$ cat config.mk
export PLATFORM = sky130hd
export DESIGN_NAME = voice_scheduler_flat
export DESIGN_NICKNAME = d
export VERILOG_FILES = /design/src/rtl/voice_scheduler_if.sv /design/src/rtl/voice_scheduler.sv /design/src/flat_wrapper.sv
export SDC_FILE = /design/constraint.sdc
export NUM_CORES = 1
export LEC_CHECK = 0
export BUFFER_PORTS_ARGS = -buffer_cell sky130_fd_sc_hd__buf_4
export CAP_MARGIN = 25
export CORE_ASPECT_RATIO = 0.5
export CORE_MARGIN = 8
export CORE_UTILIZATION = 50
export DETAILED_ROUTE_END_ITERATION = 7
export PLACE_DENSITY = 0.65
export SETUP_SLACK_MARGIN = 0.2
export SLEW_MARGIN = 10
export SYNTH_ARGS = -nofsm -noshare
export SYNTH_HDL_FRONTEND = slang
export SYNTH_SLANG_ARGS = --single-unit
$ cat constraint.sdc
create_clock -name clk -period 6.35 [get_ports clk]
set_input_delay 0.3175 -clock clk [delete_from_list [all_inputs] [get_ports clk]]
set_output_delay 0.3175 -clock clk [all_outputs]
set_load 0.02 [all_outputs]
$ cat src/rtl/voice_scheduler_if.sv
// Bundle between voice_scheduler and its environment: voice inputs,
// shared-lookup handshake, and the per-voice tone outputs.
interface voice_scheduler_if #(
    parameter int NVOICES = 4,
    parameter int DIVW    = 19
);
    localparam int SW = $clog2(NVOICES);
    localparam int MW = $clog2(NVOICES + 1);

    logic [4*NVOICES-1:0] voice_note;
    logic [3*NVOICES-1:0] voice_octave;
    logic [3:0]           lu_note;
    logic [2:0]           lu_octave;
    logic [DIVW-1:0]      lu_divider;
    logic [SW-1:0]        slot;
    logic [NVOICES-1:0]   wave;
    logic [NVOICES-1:0]   active;
    logic [MW-1:0]        mix;

    modport master (
        input  voice_note, voice_octave, lu_divider,
        output lu_note, lu_octave, slot, wave, active, mix
    );

    modport slave (
        output voice_note, voice_octave, lu_divider,
        input  lu_note, lu_octave, slot, wave, active, mix
    );
endinterface

$ cat src/rtl/voice_scheduler.sv
// Round-robin tone generator sharing one note-to-divider lookup across voices.
// Define VOICE_MIX_EN to get a registered population count of the waves on mix.
module voice_scheduler #(
    parameter int NVOICES = 4,
    parameter int DIVW    = 19
) (
    input  logic          clk,
    input  logic          rst,
    voice_scheduler_if.master vif
);
    localparam int SW = $clog2(NVOICES);
    localparam int MW = $clog2(NVOICES + 1);
    localparam logic [SW-1:0] LAST_SLOT = SW'(NVOICES - 1);

    logic [SW-1:0]      slot_q;
    logic [NVOICES-1:0] wave_q;
    logic [NVOICES-1:0] active_q;
    logic [DIVW-1:0]    div_reg [NVOICES];
    logic [DIVW-1:0]    cnt     [NVOICES];
    logic [DIVW-1:0]    new_div;
    logic               note_ok;

    function automatic logic note_valid(input logic [3:0] n);
        return (n != 4'd0) && (n <= 4'd13);
    endfunction

    // A half-period below two cycles cannot be produced; clamp to the minimum.
    function automatic logic [DIVW-1:0] clamp_div(input logic [DIVW-1:0] d);
        return (d < DIVW'(2)) ? DIVW'(2) : d;
    endfunction

    assign vif.lu_note   = vif.voice_note[4*int'(slot_q) +: 4];
    assign vif.lu_octave = vif.voice_octave[3*int'(slot_q) +: 3];

    always_comb begin
        note_ok = note_valid(vif.lu_note);
        new_div = clamp_div(vif.lu_divider);
    end

    always_ff @(posedge clk) begin
        if (rst) begin
            slot_q   <= '0;
            wave_q   <= '0;
            active_q <= '0;
            for (int i = 0; i < NVOICES; i++) begin
                div_reg[i] <= '0;
                cnt[i]     <= '0;
            end
        end else begin
            slot_q <= (slot_q == LAST_SLOT) ? '0 : slot_q + SW'(1);
            for (int i = 0; i < NVOICES; i++) begin
                // Capture at this voice's slot takes priority over its counter.
                if (slot_q == SW'(i) && !note_ok) begin
                    active_q[i] <= 1'b0;
                    wave_q[i]   <= 1'b0;
                    div_reg[i]  <= '0;
                    cnt[i]      <= '0;
                end else if (slot_q == SW'(i) && !active_q[i]) begin
                    active_q[i] <= 1'b1;
                    wave_q[i]   <= 1'b0;
                    div_reg[i]  <= new_div;
                    cnt[i]      <= new_div - DIVW'(1);
                end else if (slot_q == SW'(i) && new_div != div_reg[i]) begin
                    div_reg[i]  <= new_div;
                    cnt[i]      <= new_div - DIVW'(1);
                end else if (active_q[i]) begin
                    if (cnt[i] == '0) begin
                        wave_q[i] <= ~wave_q[i];
                        cnt[i]    <= div_reg[i] - DIVW'(1);
                    end else begin
                        cnt[i]    <= cnt[i] - DIVW'(1);
                    end
                end
            end
        end
    end

    assign vif.slot   = slot_q;
    assign vif.wave   = wave_q;
    assign vif.active = active_q;

`ifdef VOICE_MIX_EN
    logic [MW-1:0] mix_p1;

    function automatic logic [MW-1:0] popcount(input logic [NVOICES-1:0] w);
        logic [MW-1:0] sum;
        sum = '0;
        for (int k = 0; k < NVOICES; k++) begin
            sum = sum + MW'(w[k]);
        end
        return sum;
    endfunction

    // Stage p1: mix lags wave by one cycle.
    always_ff @(posedge clk) begin
        if (rst) begin
            mix_p1 <= '0;
        end else begin
            mix_p1 <= popcount(wave_q);
        end
    end

    assign vif.mix = mix_p1;
`else
    assign vif.mix = '0;
`endif
endmodule

$ cat src/flat_wrapper.sv
// flat-port wrapper written by rule: the top's interface ports become plain ports
module voice_scheduler_flat 
#(
    parameter int NVOICES = 4,
    parameter int DIVW    = 19
)
  (clk, rst, vif_voice_note, vif_voice_octave, vif_lu_divider, vif_lu_note, vif_lu_octave, vif_slot, vif_wave, vif_active, vif_mix);
  voice_scheduler_if #(.NVOICES(NVOICES), .DIVW(DIVW)) vif_i ();
  input  logic clk;
  input  logic rst;
  input wire logic [$bits(vif_i.voice_note)-1:0] vif_voice_note;
  input wire logic [$bits(vif_i.voice_octave)-1:0] vif_voice_octave;
  input wire logic [$bits(vif_i.lu_divider)-1:0] vif_lu_divider;
  output wire logic [$bits(vif_i.lu_note)-1:0] vif_lu_note;
  output wire logic [$bits(vif_i.lu_octave)-1:0] vif_lu_octave;
  output wire logic [$bits(vif_i.slot)-1:0] vif_slot;
  output wire logic [$bits(vif_i.wave)-1:0] vif_wave;
  output wire logic [$bits(vif_i.active)-1:0] vif_active;
  output wire logic [$bits(vif_i.mix)-1:0] vif_mix;
  assign vif_i.voice_note = vif_voice_note;
  assign vif_i.voice_octave = vif_voice_octave;
  assign vif_i.lu_divider = vif_lu_divider;
  assign vif_lu_note = vif_i.lu_note;
  assign vif_lu_octave = vif_i.lu_octave;
  assign vif_slot = vif_i.slot;
  assign vif_wave = vif_i.wave;
  assign vif_active = vif_i.active;
  assign vif_mix = vif_i.mix;
  voice_scheduler #(.NVOICES(NVOICES), .DIVW(DIVW)) u_core (.clk(clk), .rst(rst), .vif(vif_i));
endmodule
==> metrics.md <==
| Metric | Value |
|---|---|
| Result of the run | `complete, no violations` |
| Post-layout nets | `1300` |
| CP Launch Type | `input port` |
| Number of failing setup endpoints in the final timing report | `0` |
| Number of synthesized flops with an enable pin | `152` |
| Overflow left after global routing | `0` |
| Combinational fraction of design power | `0.269` |
| Overall die height | `125 µm` |
| Worst Path Buf+Inv | `1` |
| Slew at the pin closest to its max-slew limit | `1.15 ns` |
| Arrival time reported for the critical path endpoint | `4.40 ns` |
| Placement Rows | `39` |
| Worst-path clk slew | `0.07 ns` |
| Share of cells above drive strength 1 | `0.127` |
| Routed Wire Length | `36300 µm` |
| Post-synth top flop | `edfxtp_1` |
| Flop-to-flop setup slack | `2.60 ns` |
| Gates resized, CTS repair | `0` |
| Vias per std cell | `6.31` |
| Pin count of the biggest net entering global routing | `57` |
| Leakage power summed over all cells | `4.57 nW` |
| Area added between synthesis and finish | `10.4%` |
| Number of primary I/O pins | `69` |
| First-pass GRT wire length | `55000 µm` |
| Critical path class | `in2reg` |
| Global placement routability congestion | `0.924` |
| Adder-Cell Fraction of Synth Area | `0.0138` |
| Critical register-to-register path startpoint | `u_core.vif.slot[0]` |
| Parity-gate share of the synthesized area counting xor and xnor cells | `0.149` |
| Number of optimization iterations in the first detailed-route pass | `5` |
| Area share of and/or/nand/nor cells after synthesis | `0.236` |
| Last element of the critical path | `u_core.cnt[2][14]` |
| Final Max Tran Viols | `0` |
| Power share of the clock group | `0.294` |
| Number of sinks on the clock net | `162` |
| Ant. Diodes | `0` |
| Via total after detailed routing | `9818` |
| Max Clock Freq | `0.242 GHz` |
| Global router's overall resource usage | `0.246` |
| Depth of the critical timing path with buffers and inverters included | `12` |
| Switching Fraction | `0.336` |
| Buffers inserted during post-CTS setup optimization | `0` |
| Gate count after technology mapping | `1212` |
| Clock insertion delay at the later pin of the skew report | `0.45 ns` |
| Number of endpoints with negative hold slack in the final report | `0` |
| Setup TNS after final layout | `0 ns` |
| DIE AREA | `29000 µm²` |
| Power density of the placed cells | `271 nW/µm²` |
| Compound-cell area share of the yosys netlist | `0.134` |
| Area of the mapped netlist | `11800 µm²` |
| Crit Path Max Fanout | `10` |
| Critical-path top delay cell | `xor2_1` |
| Synth Warn # | `0` |
| # DRC | `0` |
| Internal power contribution | `2.33 mW` |
| Endpoint required time on the critical path | `6.61 ns` |
| Proportion of synthesized chip area in sequential cells | `0.405` |
| Mux cell area share after synthesis | `0.0169` |
| Post-DP HPWL | `25700 µm` |
| Starting density of the core | `0.512` |
| CTS tree | `yes` |
| Max-slew headroom at the worst pin | `0.226` |
| Minimum period implied by the final worst setup slack | `4.14 ns` |
| Cell at the root of the clock tree | `clkbuf_16` |
| Share of Yosys cell area claimed by the top area cell type | `0.388` |
| Placeable core region | `23000 µm²` |
| Cells along the critical path | `buf_4 -> or4_4 -> nor4_4 -> nand2_1 -> nand2_1 -> ha_1 -> nor2b_1 -> nand3_1 -> nor4_1 -> xor2_1 -> nand3_1 -> a221oi_1` |
| Share of flip-flops with an asynchronous set or reset | `0` |
| Worst setup margin | `2.21 ns` |
| Maximum number of buffers from clock root to sink | `2` |
| Setup repair after global routing missed its margin | `no` |
| Vias in the first global route | `9278` |
| Maxcap violations | `0` |
| Dominant cell type by area after synthesis | `edfxtp_1` |
| Cell types with the largest area share after synthesis | `edfxtp_1, xnor2_1, xor2_1` |
| Worst setup path startpoint | `vif_lu_divider[14]` |
| Wire per inst | `23.3 µm` |
| Crit end category | `flip-flop` |
| Layout fillers | `2019` |
| Cell with the most instances after synthesis | `edfxtp_1` |
| Number of antenna violations at the first check in global routing | `0` |
| Dominant combinational cell family by area after synthesis | `simple AND/OR/NAND/NOR gates` |
| H-Tree Level Count | `4` |
| Detailed Route Iter0 Violations | `1278` |
| Final antenna-violating net count | `0` |
| Min-delay worst type | `in2reg` |
| Final Skew | `0.0103 ns` |
| Sequential group share of total power | `0.437` |
| Post-synthesis sequential element count | `162` |
| Average cell area after synthesis | `9.72 µm²` |
| Power dissipated by switching net loads | `1.18 mW` |
| Number of clock buffers inserted by TritonCTS | `17` |
| Top delay family on crit path | `simple AND/OR/NAND/NOR gates` |
| Maximum single-stage delay on the critical path | `0.81 ns` |
| Count of different cell masters after synthesis | `85` |
| Hold-fix buffer count after cts | `0` |
| Port buffer count | `65` |
| R2r worst-path depth | `9` |
| IR drop worst, VDD | `145 µV` |
| Post-route fraction of the period consumed by the critical path | `0.652` |
| Worst slack, placed | `1.64 ns` |
| List of most frequent post-synthesis cells | `edfxtp_1, xnor2_1, nand2_1` |
| Die width | `233 µm` |
| Reg-to-reg critical path endpoint | `u_core.cnt[0][7]` |
[metrics by stage]
| step | cell area, µm² | cells | hold WS (ns) | util | power [mW] |
|---|---|---|---|---|---|
| floorplan | 11800 | 1214 | 0.573 | - | 2.18 |
| global route | 13000 | 1556 | 0.245 | 0.565 | 3.66 |
| CTS | 12900 | 1548 | 0.237 | 0.563 | 3.49 |
| global placement | 12400 | 1515 | 0.505 | 0.538 | 2.45 |
| detailed placement | 12400 | 1518 | 0.515 | 0.539 | 2.47 |
| finish | 13000 | 1556 | 0.246 | 0.565 | 3.52 |
[area by class of cell]
| type | count | area [µm²] | share of cell area |
|---|---|---|---|
| flip-flops and latches | 162 | 4760 | 0.367 |
| well taps | 307 | 384 | 0.0296 |
| inverters | 31 | 116 | 0.00895 |
| clock inverters | 8 | 113 | 0.00867 |
| clock buffers | 22 | 444 | 0.0342 |
| repair buffers | 88 | 661 | 0.0508 |
| multi-input cells | 938 | 6510 | 0.501 |
[routing by layer]
metal	vias up	GRT usage	share of wire
li1	4564	-	-
met1	4780	0.340	0.46
met2	434	0.354	0.43
met3	40	0.0930	0.097
met4	0	0.0670	0.017
met5	-	0	0
[cell families after synthesis]
kind of cell / Yosys count
xor gates and xnor gates: 200
AOI/OAI and AO/OA: 202
other: 1
DFF: 162
muxes: 11
and+or+nand+nor: 509
adders and majority gates: 13
buffers and inverters: 114
[cells in the final DEF, fill, tap and decap left out, types with 12 or more instances in the layout]
master / n
edfxtp_1: 152
xnor2_1: 118
nand2_1: 107
buf_4: 84
xor2_1: 82
nand3_1: 63
nor2_1: 60
a22oi_1: 42
nor4_1: 39
nor3_1: 39
and2_1: 38
o21ai_0: 38
and3_1: 35
inv_1: 31
nand4_1: 27
or3_1: 22
a211oi_1: 20
a221oi_1: 18
clkbuf_16: 17
nor2b_1: 13
a21oi_1: 13
ha_1: 13
or4_1: 12
nand2b_1: 12
[how the worst min path moves through the flow]
stage,from,endpoint,slack (ns),cells past startpoint
floorplan,vif_lu_divider[1],u_core.div_reg[1][1],0.57,2
global placement,u_core.vif.wave[3],u_core.vif.wave[3],0.50,2
detailed placement,u_core.vif.wave[3],u_core.vif.wave[3],0.52,2
CTS,rst,u_core.vif.active[1],0.24,2
global route,rst,u_core.vif.active[1],0.25,2
finish,rst,u_core.vif.active[1],0.25,2
[power by group through the flow]
stage | Sequential, mW | Clock [mW] | Combinational (mW)
2_1_floorplan | 1.49 | 0 | 0.692
3_3_place_gp | 1.54 | 0 | 0.910
3_5_place_dp | 1.55 | 0 | 0.918
4_1_cts | 1.53 | 1.04 | 0.927
5_1_grt | 1.55 | 1.08 | 1.03
6_report | 1.54 | 1.03 | 0.945
No activity file was read; power rests on OpenSTA's default activity.
